[config.mk]
export PLATFORM = sky130hd
export DESIGN_NAME = mem_ctrl
export DESIGN_NICKNAME = d
export VERILOG_FILES = /design/src/rtl/mem_ctrl_pkg.sv /design/src/rtl/mem_ctrl.sv
export SDC_FILE = /design/constraint.sdc
export NUM_CORES = 1
export LEC_CHECK = 0
export ABC_AREA = 1
export BUFFER_PORTS_ARGS = -buffer_cell sky130_fd_sc_hd__buf_4
export CORE_UTILIZATION = 42
export CTS_BUF_LIST = sky130_fd_sc_hd__clkbuf_4 sky130_fd_sc_hd__clkbuf_8 sky130_fd_sc_hd__clkbuf_16
export DETAILED_ROUTE_END_ITERATION = 16
export MAX_ROUTING_LAYER = met4
export PLACE_DENSITY = 0.68
export SYNTH_ARGS = -nofsm -noshare
export SYNTH_HDL_FRONTEND = slang
export SYNTH_SLANG_ARGS = --single-unit
[constraint.sdc]
create_clock -name clk -period 3 [get_ports clk]
set_input_delay 0.6 -clock clk [delete_from_list [all_inputs] [get_ports clk]]
set_output_delay 0.6 -clock clk [all_outputs]
set_load 0.02 [all_outputs]
[src/rtl/mem_ctrl_pkg.sv]
// Shared definitions for the byte-serial memory controller:
// length codes, FSM states and request-owner codes.
package mem_ctrl_pkg;

  localparam logic [2:0] LEN_B = 3'b001;
  localparam logic [2:0] LEN_H = 3'b010;
  localparam logic [2:0] LEN_W = 3'b100;

  localparam logic [1:0] IO_TAG_DEFAULT = 2'b11;

  typedef enum logic [1:0] {
    ST_IDLE  = 2'd0,
    ST_READ  = 2'd1,
    ST_WRITE = 2'd2
  } state_t;

  typedef enum logic {
    OWN_IF  = 1'b0,
    OWN_MEM = 1'b1
  } owner_t;

endpackage

[src/rtl/mem_ctrl.sv]
// Single-port memory controller: arbitrates IF and MEM requests and serialises
// 1/2/4-byte accesses onto an 8-bit RAM bus with little-endian assembly.
module mem_ctrl
  import mem_ctrl_pkg::*;
#(
  parameter logic [1:0] IO_TAG = IO_TAG_DEFAULT
) (
  input  logic        clk,
  input  logic        rst,
  input  logic        rdy,
  input  logic        if_require_i,
  input  logic [31:0] if_addr_i,
  output logic        if_busy_o,
  output logic        if_enable_o,
  output logic [31:0] if_data_o,
  input  logic        mem_require_i,
  input  logic        mem_wr_i,
  input  logic [31:0] mem_addr_i,
  input  logic [2:0]  mem_length_i,
  input  logic [31:0] mem_data_i,
  output logic        mem_busy_o,
  output logic        mem_enable_o,
  output logic [31:0] mem_data_o,
  input  logic [7:0]  ram_din_i,
  output logic [7:0]  ram_dout_o,
  output logic [31:0] ram_a_o,
  output logic        ram_wr_o,
  input  logic        io_buffer_full_i
);

  state_t      state_reg, state_next;
  owner_t      owner_reg;
  logic [31:0] addr_reg, wdata_reg, acc_reg, acc_merged;
  logic [31:0] ram_a_reg, if_data_reg, mem_data_reg;
  logic [3:0]  n_reg, cnt_reg, new_n;
  logic [7:0]  ram_dout_reg;
  logic        ram_wr_reg, if_enable_reg, mem_enable_reg;
  logic        mem_blocked, accept_mem, accept_if, finish;
  logic [1:0]  rd_idx;
  logic [31:0] step_addr, new_addr;

  // cnt_reg counts edges since accept; the byte captured now was addressed two edges ago
  assign rd_idx    = cnt_reg[1:0] - 2'd2;
  assign step_addr = addr_reg + {28'd0, cnt_reg};
  assign new_addr  = accept_mem ? mem_addr_i : if_addr_i;
  assign new_n     = !accept_mem ? {1'b0, LEN_W} :
                     (mem_length_i == 3'd0) ? 4'd1 : {1'b0, mem_length_i};

  assign mem_blocked = mem_wr_i && (mem_addr_i[17:16] == IO_TAG) && io_buffer_full_i;

  always_comb begin
    acc_merged = acc_reg;
    acc_merged[{rd_idx, 3'b000} +: 8] = ram_din_i;
  end

  always_comb begin
    state_next = state_reg;
    accept_mem = 1'b0;
    accept_if  = 1'b0;
    finish     = 1'b0;
    case (state_reg)
      ST_IDLE: begin
        if (mem_require_i && !mem_enable_reg && !mem_blocked) begin
          accept_mem = 1'b1;
          state_next = mem_wr_i ? ST_WRITE : ST_READ;
        end else if (if_require_i && !if_enable_reg) begin
          accept_if  = 1'b1;
          state_next = ST_READ;
        end
      end
      ST_READ: begin
        if (cnt_reg == n_reg + 4'd1) begin
          finish     = 1'b1;
          state_next = ST_IDLE;
        end
      end
      ST_WRITE: begin
        if (cnt_reg == n_reg) begin
          finish     = 1'b1;
          state_next = ST_IDLE;
        end
      end
      default: state_next = ST_IDLE;
    endcase
  end

  always_ff @(posedge clk) begin
    if (!rst) begin
      state_reg      <= ST_IDLE;
      owner_reg      <= OWN_IF;
      addr_reg       <= '0;
      wdata_reg      <= '0;
      acc_reg        <= '0;
      n_reg          <= '0;
      cnt_reg        <= '0;
      ram_a_reg      <= '0;
      ram_dout_reg   <= '0;
      ram_wr_reg     <= 1'b0;
      if_data_reg    <= '0;
      mem_data_reg   <= '0;
      if_enable_reg  <= 1'b0;
      mem_enable_reg <= 1'b0;
    end else if (rdy) begin
      state_reg      <= state_next;
      if_enable_reg  <= 1'b0;
      mem_enable_reg <= 1'b0;
      if (accept_mem || accept_if) begin
        owner_reg <= accept_mem ? OWN_MEM : OWN_IF;
        addr_reg  <= new_addr;
        wdata_reg <= mem_data_i;
        n_reg     <= new_n;
        cnt_reg   <= 4'd1;
        acc_reg   <= '0;
        ram_a_reg <= new_addr;
        if (accept_mem && mem_wr_i) begin
          ram_wr_reg   <= 1'b1;
          ram_dout_reg <= mem_data_i[7:0];
        end
      end else if (state_reg == ST_READ) begin
        cnt_reg <= cnt_reg + 4'd1;
        if (cnt_reg < n_reg) ram_a_reg <= step_addr;
        if (finish) begin
          if (owner_reg == OWN_MEM) begin
            mem_data_reg   <= acc_merged;
            mem_enable_reg <= 1'b1;
          end else begin
            if_data_reg   <= acc_merged;
            if_enable_reg <= 1'b1;
          end
        end else if (cnt_reg >= 4'd2) begin
          acc_reg <= acc_merged;
        end
      end else if (state_reg == ST_WRITE) begin
        if (finish) begin
          ram_wr_reg     <= 1'b0;
          mem_enable_reg <= 1'b1;
        end else begin
          ram_a_reg    <= step_addr;
          ram_dout_reg <= wdata_reg[{cnt_reg[1:0], 3'b000} +: 8];
          ram_wr_reg   <= 1'b1;
          cnt_reg      <= cnt_reg + 4'd1;
        end
      end
    end
  end

  assign if_busy_o    = (state_reg != ST_IDLE);
  assign mem_busy_o   = (state_reg != ST_IDLE);
  assign if_enable_o  = if_enable_reg;
  assign if_data_o    = if_data_reg;
  assign mem_enable_o = mem_enable_reg;
  assign mem_data_o   = mem_data_reg;
  assign ram_a_o      = ram_a_reg;
  assign ram_dout_o   = ram_dout_reg;
  assign ram_wr_o     = ram_wr_reg & rdy;

endmodule

* Yosys cells after proc, flatten, opt, wreduce, memory -nomap -nowiden
Cells that the tools add are included.
** Operators by class
- $add $sub $neg :: 5
- $mul :: 0
- Divide/modulo/power cells :: 0
- Order comparisons :: 2
- Equal/unequal tests :: 13
- Shifts and indexed selects :: 3
- Multiplexer cells :: 52
- Bitwise gates (word level) :: 3
- Reductions and logical operators :: 26
** Operators by type and width (count)
- two-way mux 32 bit :: 10
- two-way mux 8 bit :: 5
- adder 32 x 4 -> 32 bit :: 1
- bitwise mux 32 bit :: 1
- variable shift 8 x 7 -> 32 bit (first input constant) :: 1
- indexed part select 32 x 6 -> 8 bit :: 1
- indexed part select 8 x 7 -> 32 bit :: 1
- two-way mux 1 bit :: 23
- two-way mux 4 bit :: 4
- AND reduction 4 bit :: 4
- AND reduction 5 bit :: 3
- two-way mux 2 bit :: 5
- adder 4 x 1 -> 4 bit (second input constant) :: 2
- equality test 4 bit :: 2
- nonzero test 2 bit :: 4
- negator 5 -> 7 bit :: 1
- logical AND 1 bit :: 6
- two-way mux 3 bit :: 2
- inequality test 2 bit (second input constant) :: 3
- case mux 2 bit (3 select lines) :: 1
- equality test 2 bit (second input constant) :: 2
- greater-or-equal comparator 4 x 2 -> 1 bit (second input constant) :: 1
- less-than comparator 4 bit :: 1
- inequality test 2 x 1 -> 1 bit (second input constant) :: 2
- other kinds (15) :: 18
** Storage, ports and cells
- Flip-flop bits (word level) :: 214
- Bits in latches :: 0
- Bits in writable memories :: 0
- Memory bits (read-only) :: 0
- Input port bits :: 114
- Output and inout bits :: 109
- Logic and storage cells :: 118
- Memories :: 0

* Logic depth before layout (Yosys ltp)
Gate-level depths: netlist of the first run.
- Word-level depth :: 10
- Gate-level depth with buffers :: 17
- Gate-level depth less buffers :: 15

* Worst setup path after synthesis of the first run
Ideal clock, no wire load.
- Kind :: register -> register
- Start point :: reg cnt_reg[0]
- End point :: reg cnt_reg[0]
- Arrival :: 2.243 ns
- Required time :: 2.885 ns
- Setup slack :: 0.642 ns
- Cell stages (with the launch flop) :: 15
- Path buffers :: 4
- Cells stage by stage :: dfxtp_1 -> clkbuf_1 -> inv_1 -> buf_2 -> ha_1 -> nand4_1 -> or2_1 -> nand2_2 -> nand2_1 -> nand2_1 -> nand2_1 -> buf_6 -> buf_4 -> a21oi_1 -> nor2_1
** On the way
- Longest elaborated chain between the ends :: 5
- Elaborated cells on any way between the ends :: 12
** Ends and longest elaborated chain
- from (decl) :: line mem_ctrl.sv:35 : logic [3:0] n_reg, cnt_reg, new_n;
- from (signal assigned) :: line mem_ctrl.sv:120 : cnt_reg <= cnt_reg + 4'd1;
- from (signal assigned) :: line mem_ctrl.sv:141 : cnt_reg <= cnt_reg + 4'd1;
- adder 4 x 1 -> 4 bit, or another cell as far along :: line mem_ctrl.sv:120, mem_ctrl.sv:141
- two-way mux 4 bit, or another cell as far along :: line mem_ctrl.sv:134 : if (finish) begin
- two-way mux 4 bit or case mux 1 bit (2 select lines) (tied branches) :: line mem_ctrl.sv:133, mem_ctrl.sv:61
- two-way mux 4 bit or inequality test 3 x 1 -> 1 bit (tied branches)
- two-way mux 4 bit or AND reduction 3 bit (tied branches)
Several ways; a longest one is shown, not always the timed one. The select of a mux whose other input is x is not followed.
A chain may end at the register's enable or synchronous reset.

* Final worst setup path of the first run
- Start point :: reg cnt_reg[0]
- End point :: reg ram_a_reg[14], in the netlist ram_a_o[14]
** On the way
- Longest elaborated chain between the ends :: 5
- Elaborated cells on any way between the ends :: 15
** Ends and longest elaborated chain
- adder 32 x 4 -> 32 bit, or another cell as far along :: line mem_ctrl.sv:44 : assign step_addr = addr_reg + {28'd0, cnt_reg};
- two-way mux 32 bit, or another cell as far along :: line mem_ctrl.sv:134
- two-way mux 32 bit or case mux 1 bit (2 select lines) (tied branches) :: line mem_ctrl.sv:133, mem_ctrl.sv:61
- two-way mux 32 bit or inequality test 3 x 1 -> 1 bit (tied branches)
- two-way mux 32 bit or AND reduction 4 bit (tied branches)
- to (signal assigned) :: line mem_ctrl.sv:114 : ram_a_reg <= new_addr;
- to (signal assigned) :: line mem_ctrl.sv:121 : if (cnt_reg < n_reg) ram_a_reg <= step_addr;
- to (signal assigned) :: line mem_ctrl.sv:138 : ram_a_reg <= step_addr;
- to (decl) :: line mem_ctrl.sv:34 : logic [31:0] ram_a_reg, if_data_reg, mem_data_reg;
Several ways; a longest one is shown, not always the timed one. The select of a mux whose other input is x is not followed.

==> results of run 1 <==
-- kinds of logic (layout without fill, tap and decap cells) --
kind of cell             Yosys count  in the layout
flip-flops                       213            213
buffers and inverters            337            519
AND/OR/NAND/NOR                  706            706
XOR/XNOR                           6              6
adder cells (fa/ha/maj)           18             18
AO/OA/AOI/OAI                    419            419
-- critical path, stage by stage (launching register included) --
cell     delay (ns)
dfxtp_1        0.50
ha_1           0.22
inv_1          0.06
fa_1           0.36
inv_1          0.12
nand2_1        0.09
nand2_1        0.21
nand2_1        0.16
nor2_1         0.25
nand2_1        0.08
nand3_1        0.11
o21ai_0        0.13
nand3_1        0.12
nand2_1        0.05
nor2_1         0.08
-- cell usage in the layout, fill, tap and decap left out, types with 4 or more instances in the layout --
cell type | Yosys | final
a21oi_1 | 202 | 202
buf_12 | 0 | 6
buf_4 | 7 | 241
clkbuf_16 | 0 | 25
clkbuf_4 | 0 | 5
clkbuf_8 | 0 | 5
dfxtp_1 | 213 | 213
ha_1 | 17 | 17
inv_1 | 229 | 229
nand2_1 | 300 | 299
nand2_2 | 4 | 5
nand3_1 | 141 | 141
nand3b_1 | 6 | 6
nand4_1 | 10 | 10
nor2_1 | 213 | 212
o21ai_0 | 168 | 168
o21ai_1 | 12 | 12
o22ai_1 | 29 | 29
or2_2 | 18 | 18
xor2_1 | 4 | 4
-- area by class of cell --
class                           count  area [um2]  area share [%]
Clock inverter                      4        22.5           0.164
Tap cell                          335         419            3.06
Clock buffer                       35         732            5.34
Multi-Input combinational cell   1149        5450            39.8
Timing Repair Buffer              247        1930            14.1
Inverter                          233         877            6.40
Sequential cell                   213        4260            31.1
-- report_power, final --
part	internal [mW]	total, mW	switching, mW
combinational	1.02	2.91	1.90
sequential	3.16	3.38	0.215
clock	1.67	2.85	1.17
-- per-layer routing --
layer,global-route usage (%),vias to the layer above,share of wire (%)
li1,-,5797,-
met1,36.4,5280,48
met2,40.2,381,43
met3,3.52,57,6.6
met4,7.46,0,2.4
met5,-,-,0
-- final timing paths --
kind / start / end / slack, ns / depth (start not counted)
min: mem_length_i[1] / n_reg[1]$_SDFFE_PN0P_ / 0.35 / 3
max: cnt_reg[0]$_SDFFE_PN0P_ / ram_a_o[14]$_SDFFE_PN0P_ / 0.39 / 14
max reg2reg: cnt_reg[0]$_SDFFE_PN0P_ / ram_a_o[14]$_SDFFE_PN0P_ / 0.39 / 14
min reg2reg: mem_data_o[16]$_SDFFE_PN0P_ / mem_data_o[16]$_SDFFE_PN0P_ / 0.45 / 2
==> results by group, run 1 <==
Detailed routing
  – DR pass1 iterations: 7
  – Drt first-iter violations: around 1000
  – Vias: 11500
  – Post-route DRC violation count: 0
  – Post-DRT Antenna Nets: 0
  – Avg WL per Cell: 15.6 um
  – Via density per instance: between 5 and 6
  – WL final: 34700 um

Clock tree
  – Hold bufs inserted after CTS: 0
  – Clk pin slew, worst setup/hold paths: 0.06 ns
  – CTS tree: done
  – Longest Clk Path Bufs: 3
  – Number of buffers created by CTS: 24
  – Clock latency on the worst-skew pair: between 0.5 and 0.6 ns
  – Post-CTS Resized: 0
  – Clk root buf: clkbuf_16
  – Postcts setup bufs: 0
  – Clock Sinks: 213
  – CTS H-tree lvls: 1

Layout
  – Non-Filler Instances: between 2000 and 2500
  – Final Util: ~53%
  – FILL cells: between 2000 and 3000
  – Share of layout cells above drive strength 1: between 15 and 20%
  – Final instance area: 13700 um2
  – Area Growth Syn to Fin: 23.7%
  – Layout Nets: 2000
  – ANT cells: 0

Power
  – LEAKAGE: slightly below 6 nW
  – VDD IR max: roughly 0.34 mV
  – Overall power: ~9 mW
  – PD cells: roughly 670 nW/um2

Global route
  – First-pass GRT wire length: 54800 um
  – Number of global-route vias before repair: approximately 11000
  – Congestion Overflow GR: 0
  – All-Layer GR Usage: roughly a quarter
  – Largest net degree at the start of global routing: 73
  – Initial antenna violation count: 0

Setup path
  – Critical path peak fanout: 8
  – CP startpoint kind: register
  – WP data arrival: 3.07 ns
  – Crit. End Element: register
  – Critical Path RT: ~3.5 ns
  – WS Path Type: register to register

STA
  – Final min period: roughly 2.6 ns
  – Setup violations, final: 0
  – Hold Worst Slack: between 0.3 and 0.4 ns
  – Endpoints failing hold: 0
  – Final setup margin: 0.390 ns
  – Layout Skew: ~0.013 ns
  – Slew @ Worst Pin: approximately 0.63 ns
  – Slew margin rel.: between 50% and 60%
  – Fmax achieved: around 0.38 GHz
  – Final Max Slew Viols: 0
  – Unrepaired setup endpoints after global routing: no
  – Setup TNS: 0 ns
  – Final period util: between 80% and 90%

Synthesis
  – Top post-synthesis cells by count: 300 x nand2_1, 229 x inv_1, 213 x dfxtp_1, 213 x nor2_1, 202 x a21oi_1
  – Seq/Total Area, Yosys: 38.5%
  – Most frequent cell after synthesis: nand2_1
  – Post-Synthesis Net Count: 1831
  – Synth Area in Adders: about 2.1%
  – Synthesized instance count: 1699
  – Most used flip-flop cell after synthesis: dfxtp_1
  – Main combinational cell family by area after synthesis: simple AND/OR/NAND/NOR gates
  – Top cells by area, synth: dfxtp_1 39%, nand2_1 10%, a21oi_1 9.1%, inv_1 7.8%, o21ai_0 7.6%
  – Simple-gate share of the synthesized area: between 20% and 30%
  – Area of the mapped netlist: between 10000 and 15000 um2
  – EDFF count, synth: 0
  – Share of the synthesized area in the top cell type: about two fifths
  – Mapped Avg Cell Area: around 6.5 um2
  – Yosys synthesis warning count: 0
  – Top cell type by total area after synthesis: dfxtp_1
  – Synth Area in Compound Gates: around a fifth
  – Multiplexer area fraction after synthesis: 0%
  – Synth Area in XOR/XNOR: less than 1%
  – Post-synthesis register bit count: about 210
  – Post-synth ARST share: 0%
  – Yosys cell types: 40

Floorplan
  – Die width: approximately 160 um
  – Die Area: about 27000 um2
  – Io pins: approximately 220
  – DIE HEIGHT: between 150 and 200 um
  – Core ar.: ~26000 um2
  – Starting Density: roughly 43%
  – Row cnt: 59

Placement
  – Pre-CTS setup slack: 0.387 ns
  – Gpl congestion: roughly 0.92
  – Final HPWL DP: around 25000 um
  – Inst Count DP: between 2000 and 2500
  – Port bufs: around 220
  – Placed instance area: between 10000 and 15000 um2

Run status
  – Status: finished, final reports clean

Hold path
  – Min-Delay Path Class: input pin to register

Flow run
  – Max cap viols: 0
(Power assumes the default switching activity.)
==> run 2, diff against run 1 <==
- RECOVER_POWER: not set -> 25
==> run 2 against run 1 <==
Compared with the run above: critical path type unchanged; cell count stayed put; global-route usage stayed put; total power is 0.81% lower; clock skew is 0.0028 ns lower; sequential cell count stayed put.
==> results by group, run 2 (same netlist as run 1, synthesis figures left out) <==
Run status
  – Status: finished, final reports clean

STA
  – Layout Skew: about 0.011 ns
  – Slew @ Worst Pin: around 0.64 ns
  – Setup TNS: 0 ns
  – Final min period: 2.63 ns
  – Slew margin rel.: a little under three fifths
  – Endpoints failing hold: 0
  – Hold Worst Slack: about 0.35 ns
  – Fmax achieved: ~0.38 GHz
  – Setup violations, final: 0
  – Final Max Slew Viols: 0
  – Final period util: around 90%
  – Final setup margin: 0.372 ns
  – Unrepaired setup endpoints after global routing: no

Global route
  – M2 GR Usage: 40.2%
  – First-pass GRT wire length: around 55000 um
  – Met3 Usage GRT: between 3 and 4%
  – All-Layer GR Usage: about a quarter
  – Congestion Overflow GR: 0
  – Largest net degree at the start of global routing: 73
  – Number of global-route vias before repair: about 11000
  – M1 GR Usage: 36.4%
  – Initial antenna violation count: 0
  – GRT Max-Usage Layer: met2

Setup path
  – Crit-path most repeated cell: nand2_1
  – Slowest stage delay, CP: 0.50 ns
  – Critical path peak fanout: 8
  – Crit. End Element: register
  – Slowest CP cell: dfxtp_1
  – WS Path Type: register to register
  – WP data arrival: approximately 3.1 ns
  – CP bufs+invs: 2
  – Critical Path Source: cnt_reg[0]$_SDFFE_PN0P_
  – Crit Reg-Reg Startpoint: cnt_reg[0]$_SDFFE_PN0P_
  – CP startpoint kind: register
  – Worst-path cell chain: ha_1 > inv_1 > fa_1 > inv_1 > nand2_1 > nand2_1 > nand2_1 > nor2_1 > nand2_1 > nand3_1 > o21ai_0 > nand3_1 > nand2_1 > nor2_1
  – Critical Path RT: 3.46 ns
  – Largest delay contributor family on the critical path: simple AND/OR/NAND/NOR gates

Power
  – Overall power: slightly above 9 mW
  – PD cells: between 600 and 700 nW/um2
  – VDD IR max: roughly 0.33 mV
  – LEAKAGE: around 5.6 nW

Floorplan
  – Die width: between 150 and 200 um
  – Row cnt: 59
  – Io pins: 223
  – Starting Density: between 40% and 50%
  – Die Area: around 27000 um2
  – DIE HEIGHT: roughly 160 um
  – Core ar.: about 26000 um2

Detailed routing
  – Avg WL per Cell: between 15 and 20 um
  – Vias: 11600
  – Post-DRT Antenna Nets: 0
  – WL final: ~35000 um
  – Via density per instance: approximately 5.2
  – Post-route DRC violation count: 0
  – Drt first-iter violations: 1094
  – DR pass1 iterations: 8

Hold path
  – Min-Delay Path Class: input pin to register
  – Worst Hold Launch: mem_length_i[1]

Layout
  – Layout Nets: 2000
  – Final Util: about half
  – Area Growth Syn to Fin: 21.0%
  – Final instance area: around 13000 um2
  – FILL cells: roughly 2700
  – Commonest non-fill, non-tap cells in the layout: 299 x nand2_1, 229 x inv_1, 213 x dfxtp_1, 212 x nor2_1, 202 x a21oi_1
  – Non-Filler Instances: between 2000 and 2500
  – Commonest non-fill, non-tap cell in the layout: nand2_1
  – ANT cells: 0
  – Share of layout cells above drive strength 1: around an eighth

Placement
  – Port bufs: 222
  – Final HPWL DP: around 25000 um
  – Inst Count DP: 2177
  – Gpl congestion: 0.924
  – Placed instance area: between 10000 and 15000 um2
  – Pre-CTS setup slack: 0.387 ns

Clock tree
  – Postcts setup bufs: 0
  – Longest Clk Path Bufs: 3
  – Clock Sinks: between 200 and 250
  – CTS tree: done
  – Clk pin slew, worst setup/hold paths: roughly 0.06 ns
  – Number of buffers created by CTS: 24
  – Clk root buf: clkbuf_16
  – Post-CTS Resized: 0
  – Clock latency on the worst-skew pair: 0.52 ns
  – Hold bufs inserted after CTS: 0
  – CTS H-tree lvls: 1

Flow run
  – Max cap viols: 0
[run 2: cell type report]
type                       instances  area (um2)  area share, %
timing repair buffer             247        1630           12.2
inverter                         233         877           6.55
multi-input combinational       1149        5450           40.7
sequential                       213        4260           31.8
tap                              335         419           3.13
clock buffer                      35         732           5.46
clock inverter                     4        22.5          0.168
[run 2: worst register-to-register path, stage by stage, from the launching register on]
cell,delay [ns]
dfxtp_1,0.50
ha_1,0.23
inv_1,0.06
fa_1,0.36
inv_1,0.12
nand2_1,0.09
nand2_1,0.21
nand2_1,0.16
nor2_1,0.26
nand2_1,0.08
nand3_1,0.12
o21ai_0,0.13
nand3_1,0.12
nand2_1,0.05
nor2_1,0.08
[run 2: path summary, 6_finish.rpt]
kind	depth (start not counted)	slack, ns	endpoint
setup / recovery	14	0.37	ram_a_o[14]$_SDFFE_PN0P_
hold / removal	3	0.35	n_reg[1]$_SDFFE_PN0P_
setup reg to reg	14	0.37	ram_a_o[14]$_SDFFE_PN0P_
hold reg to reg	2	0.44	mem_data_o[2]$_SDFFE_PN0P_
[run 2: power by group]
| group | total [mW] | switching, mW | leakage, nW | internal, mW |
|---|---|---|---|---|
| clock network | 2.84 | 1.16 | 0.379 | 1.67 |
| registers | 3.38 | 0.215 | 1.74 | 3.16 |
| logic | 2.85 | 1.90 | 3.49 | 0.950 |
[run 2: layer usage]
layer  part of all wire [%]  wire [um]
met1                     47      16400
met2                     44      15100
met3                    6.9       2390
met4                    2.3        799
met5                      0          0
